File: src/rtl/gpio_port_bank_if.sv
// MCU-side port bus between the address-decode mux and the GPIO bank.
interface gpio_port_bank_if;
    logic       port_wr_n;
    logic       port_rd_n;
    logic [6:0] port_addr;
    logic [7:0] port_wr_data;
    logic [7:0] port_rd_data;

    modport master (
        output port_wr_n,
        output port_rd_n,
        output port_addr,
        output port_wr_data,
        input  port_rd_data
    );

    modport slave (
        input  port_wr_n,
        input  port_rd_n,
        input  port_addr,
        input  port_wr_data,
        output port_rd_data
    );
endinterface

File: src/rtl/gpio_port_bank.sv
// Four 8-bit GPIO ports with byte and single-bit register windows.
// Pad inputs are synchronized before they reach the port_in image.
module gpio_port_bank #(
    parameter logic [7:0]  DIR_RST     = 8'h00,
    parameter logic [7:0]  OUT_RST     = 8'h00,
    parameter int unsigned SYNC_STAGES = 2
) (
    input  logic                   clk,
    input  logic                   rst,
    gpio_port_bank_if.slave        bus,
    input  logic [31:0]            gpio_in,
    output logic [31:0]            gpio_out,
    output logic [31:0]            gpio_oe
);
    localparam int unsigned NUM_PORTS = 4;
    localparam int unsigned PORT_W    = 8;
    localparam int unsigned BUS_W     = NUM_PORTS * PORT_W;

    logic [NUM_PORTS-1:0][PORT_W-1:0] r_dir;
    logic [NUM_PORTS-1:0][PORT_W-1:0] r_out;
    logic [BUS_W-1:0]                 r_sync [SYNC_STAGES];
    logic                             r_wr_n_q;

    logic [NUM_PORTS-1:0][PORT_W-1:0] w_pin;
    logic                             w_wr_pulse;
    logic [1:0]                       w_port;
    logic [1:0]                       w_win;
    logic [2:0]                       w_idx;
    logic [PORT_W-1:0]                w_rd_data;

    assign w_port     = bus.port_addr[6:5];
    assign w_win      = bus.port_addr[4:3];
    assign w_idx      = bus.port_addr[2:0];
    assign w_wr_pulse = !bus.port_wr_n && r_wr_n_q;
    assign w_pin      = r_sync[SYNC_STAGES-1];

    // Pad input synchronizer chain
    always_ff @(posedge clk or posedge rst) begin
        if (rst) begin
            for (int unsigned i = 0; i < SYNC_STAGES; i++) begin
                r_sync[i] <= '0;
            end
        end else begin
            r_sync[0] <= gpio_in;
            for (int unsigned i = 1; i < SYNC_STAGES; i++) begin
                r_sync[i] <= r_sync[i-1];
            end
        end
    end

    // Falling-edge write detect; reset low so a strobe held through reset is ignored
    always_ff @(posedge clk or posedge rst) begin
        if (rst) begin
            r_wr_n_q <= 1'b0;
        end else begin
            r_wr_n_q <= bus.port_wr_n;
        end
    end

    always_ff @(posedge clk or posedge rst) begin
        if (rst) begin
            r_dir <= {NUM_PORTS{DIR_RST}};
            r_out <= {NUM_PORTS{OUT_RST}};
        end else if (w_wr_pulse) begin
            case (w_win)
                2'b00: begin
                    if (w_idx == 3'd0) begin
                        r_dir[w_port] <= bus.port_wr_data;
                    end else if (w_idx == 3'd1) begin
                        r_out[w_port] <= bus.port_wr_data;
                    end
                end
                2'b01:   r_dir[w_port][w_idx] <= bus.port_wr_data[0];
                2'b10:   r_out[w_port][w_idx] <= bus.port_wr_data[0];
                default: ;
            endcase
        end
    end

    // Combinational read decode from current (pre-write) register contents
    always_comb begin
        w_rd_data = 8'h00;
        if (!rst && !bus.port_rd_n) begin
            case (w_win)
                2'b00: begin
                    case (w_idx)
                        3'd0:    w_rd_data = r_dir[w_port];
                        3'd1:    w_rd_data = r_out[w_port];
                        3'd2:    w_rd_data = w_pin[w_port];
                        default: w_rd_data = 8'h00;
                    endcase
                end
                2'b01:   w_rd_data = {7'b0, r_dir[w_port][w_idx]};
                2'b10:   w_rd_data = {7'b0, r_out[w_port][w_idx]};
                default: w_rd_data = {7'b0, w_pin[w_port][w_idx]};
            endcase
        end
    end

    assign bus.port_rd_data = w_rd_data;
    assign gpio_out         = r_out;
    assign gpio_oe          = r_dir;
endmodule

File: src/flat_wrapper.sv
// flat-port wrapper written by rule: the top's interface ports become plain ports
module gpio_port_bank_flat 
#(
    parameter logic [7:0]  DIR_RST     = 8'h00,
    parameter logic [7:0]  OUT_RST     = 8'h00,
    parameter int unsigned SYNC_STAGES = 2
)
  (clk, rst, gpio_in, gpio_out, gpio_oe, bus_port_wr_n, bus_port_rd_n, bus_port_addr, bus_port_wr_data, bus_port_rd_data);
  gpio_port_bank_if bus_i ();
  input  logic clk;
  input  logic rst;
  input  logic [31:0] gpio_in;
  output logic [31:0] gpio_out;
  output logic [31:0] gpio_oe;
  input wire logic [$bits(bus_i.port_wr_n)-1:0] bus_port_wr_n;
  input wire logic [$bits(bus_i.port_rd_n)-1:0] bus_port_rd_n;
  input wire logic [$bits(bus_i.port_addr)-1:0] bus_port_addr;
  input wire logic [$bits(bus_i.port_wr_data)-1:0] bus_port_wr_data;
  output wire logic [$bits(bus_i.port_rd_data)-1:0] bus_port_rd_data;
  assign bus_i.port_wr_n = bus_port_wr_n;
  assign bus_i.port_rd_n = bus_port_rd_n;
  assign bus_i.port_addr = bus_port_addr;
  assign bus_i.port_wr_data = bus_port_wr_data;
  assign bus_port_rd_data = bus_i.port_rd_data;
  gpio_port_bank #(.DIR_RST(DIR_RST), .OUT_RST(OUT_RST), .SYNC_STAGES(SYNC_STAGES)) u_core (.clk(clk), .rst(rst), .bus(bus_i), .gpio_in(gpio_in), .gpio_out(gpio_out), .gpio_oe(gpio_oe));
endmodule
File: config.mk
export PLATFORM = sky130hd
export DESIGN_NAME = gpio_port_bank_flat
export DESIGN_NICKNAME = d
export VERILOG_FILES = /design/src/rtl/gpio_port_bank_if.sv /design/src/rtl/gpio_port_bank.sv /design/src/flat_wrapper.sv
export SDC_FILE = /design/constraint.sdc
export NUM_CORES = 1
export LEC_CHECK = 0
export ABC_AREA = 1
export CAP_MARGIN = 10
export CORE_MARGIN = 10
export CORE_UTILIZATION = 45
export DETAILED_ROUTE_END_ITERATION = 16
export PLACE_DENSITY = 0.7
export SYNTH_ARGS = -nofsm -noshare
export SYNTH_HDL_FRONTEND = slang
export SYNTH_SLANG_ARGS = --single-unit
File: constraint.sdc
create_clock -name clk -period 9.3 [get_ports clk]
set_clock_uncertainty 0.15 [all_clocks]
set_input_delay 2.79 -clock clk [delete_from_list [all_inputs] [get_ports clk]]
set_output_delay 2.79 -clock clk [all_outputs]
set_load 0.01 [all_outputs]
==> run summary <==
Critical path arrival: 5.71 ns
Cells resized by post-CTS repair: 0
Power Dens Cells: 202 nW/µm²
Crit-path max FO: 36
TritonCTS clock tree: done
Slew Viols, Final: 0
Internal Dissipation: 1.19 mW
Area of the die: 20100 µm²
GR Util met1: 0.311
All-Layer GR Usage: 0.229
Power share of the combinational group: 0.223
Via count: 6680
Final hold slack: 0.196 ns
Met3 Use GR: 0.0464
Minimum clock period: 8.65 ns
DP HPWL: 16700 µm
I/O pin cnt: 123
Syn Inst Count: 871
Sequential share of the synthesized area: 0.484
Class of the worst hold path: flip-flop to flip-flop
Initial Utilization: 0.459
Clk sinks: 129
RSZ-0062 raised after global routing: false
Num CTS Buffers: 17
CTS Buffer Depth: 2
Antenna Nets Post-Route: 0
Largest net degree at the start of global routing: 84
DIE HEIGHT: 142 µm
Flop pwr share: 0.408
Syn nets: 922
Fin Setup TNS: 0 ns
Nets: 1034
Clock share of power: 0.369
Diodes inserted: 0
Row Count: 44
GR Overflow Total: 0
Worst Setup End Kind: output pin
Postcts setup bufs: 0
Core Box Area: 14500 µm²
DRC: 0
Synth unique cells: 30
Share of cells above drive strength 1: 0.0764
Chip Width: 142 µm
Final Hold Viols: 0
Routed len/inst: 19.7 µm
Placement Cell Area: 8040 µm²
Switching power: 0.548 mW
Worst EP required: 6.36 ns
Global-route wire length before repair: 35700 µm
Synth-to-layout area growth: 28.9%
Post-CTS Hold Fix Bufs: 0
Status: complete, no violations
Number of synthesis warnings: 0
Root Driver: clkbuf_16
Mean Syn Cell Area: 7.66 µm²
First DRT Iteration DRCs: 1025
Sw frac: 0.316
Clk_lat worst skew: 0.43 ns
Reg clk slew, reported paths: 0.06 ns
Busiest layer in global routing: met2
Tcrit/Tclk final: 0.930
Worst Max-Slew Pin Slew: 1.06 ns
Leak: 3.88 nW
Finish-stage setup viols: 0
VDD IR-drop max: 0.125 mV
Met2 usage: 0.347
Post-route cell area: 8600 µm²
Total iterations of the first detailed-routing run: 7
WS Path Type: input pin to output pin
Vias per cell: 5.67
F_max: 0.116 GHz
H-Tree Depth: 4
#FFs+latches synth: 129
Synthesized area: 6680 µm²
Wire length after detailed routing: 23200 µm
Max Cap Viol: 0
Buffers on Ports: 122
Initial antenna violation count: 0
GP Congestion: 0.960
CP Launch Type: input pin
Max_slew headroom: 0.290
Vias in the first global route: 6179
-- logic make-up after synthesis --
family | Yosys count | share of synthesized area
compound gates | 172 | 0.148
buf+inv | 107 | 0.0665
flops | 129 | 0.484
mux | 16 | 0.0270
simple gates | 447 | 0.275
-- metrics by stage --
step	power (mW)	util	cells	worst slack, ns
floorplan	0.870	-	871	2.42
global placement	1.10	0.553	1148	0.744
detailed placement	1.10	0.553	1148	0.722
CTS	1.74	0.592	1179	0.716
global route	1.81	0.592	1179	0.508
finish	1.73	0.592	1179	0.650
-- cells in the final DEF, fill, tap and decap left out, drive strengths merged --
cell / count
a21o: 1
a211oi: 3
clkinv: 6
bufinv: 1
nor3: 7
dfrtp: 129
inv: 64
nand3: 79
clkbuf: 18
or2: 1
buf: 17
clkdlybuf4s50: 122
o21a: 1
o211ai: 10
a21oi: 58
a22o: 6
a31oi: 37
clkinvlp: 3
mux2: 16
o21ai: 56
nor2: 82
nand2: 278
-- power by group through the flow --
| stage | Sequential (mW) | Clock [mW] | Combinational [mW] |
|---|---|---|---|
| 3_3_place_gp | 0.715 | 0 | 0.385 |
| 3_5_place_dp | 0.714 | 0 | 0.387 |
| 2_1_floorplan | 0.711 | 0 | 0.159 |
| 5_1_grt | 0.713 | 0.671 | 0.422 |
| 4_1_cts | 0.705 | 0.645 | 0.389 |
| 6_report | 0.708 | 0.640 | 0.387 |
-- per-layer routing --
metal | part of all wire | up-vias
li1 | - | 3102
met1 | 0.42 | 3139
met2 | 0.46 | 388
met3 | 0.091 | 51
met4 | 0.029 | 0
met5 | 0 | -
-- flip-flops by register name, summed over array words and instances (netlist names) --
signal           count
u_core.gpio_out     32
u_core.gpio_oe      32
u_core.r_wr_n_q      1
u_core.w_pin        32
u_core.r_sync       32
-- synthesized netlist by cell type (all sizes together) --
library cell / count / area, µm²
mux2: 16 / 180
o21ai: 56 / 280
inv: 58 / 220
nand2: 278 / 1040
nor3: 7 / 56.3
buf: 28 / 145
a21o: 1 / 7.51
dfrtp: 129 / 3230
nand3: 79 / 395
a22o: 6 / 52.6
clkinv: 3 / 11.3
nor2: 82 / 332
o211ai: 10 / 75.1
o21a: 1 / 7.51
a21oi: 58 / 313
or2: 1 / 6.26
clkbuf: 18 / 67.6
a211oi: 3 / 22.5
a31oi: 37 / 231
-- final timing paths --
path,start,to,slack (ns),cells after the start
setup / recovery,bus_port_addr[5],bus_port_rd_data[0],0.65,15
hold / removal,u_core.r_sync[40]$_DFF_PP0_,u_core.w_pin[8]$_DFF_PP0_,0.20,0
setup reg to reg,u_core.r_wr_n_q$_DFF_PP0_,u_core.gpio_oe[23]$_DFFE_PP0P_,7.39,6
hold reg to reg,u_core.r_sync[40]$_DFF_PP0_,u_core.w_pin[8]$_DFF_PP0_,0.20,0
max in group asynchronous,rst,u_core.gpio_oe[26]$_DFFE_PP0P_,4.94,3
min in group asynchronous,rst,u_core.w_pin[16]$_DFF_PP0_,2.64,2
-- cell type report --
cell class                 count  area (µm²)
multi-input combinational    635        3000
inverter                      61         234
sequential                   129        3230
fill                        1370        5930
tap                          184         230
timing repair buffer         139        1350
clock inverter                13         130
clock buffer                  18         429
-- worst max-delay path, stage by stage --
cell             delay, ns
clkdlybuf4s50_1       0.64
inv_2                 0.55
nand2_1               0.32
nor2_1                0.23
nor2_1                0.06
nand2_1               0.08
nand2_1               0.05
nand2_1               0.06
nor2_1                0.04
nand2_1               0.06
nand2_1               0.05
nand3_1               0.06
nand2_1               0.07
inv_1                 0.07
clkdlybuf4s50_1       0.55
Note: power is estimated with default switching activity, not from simulation.
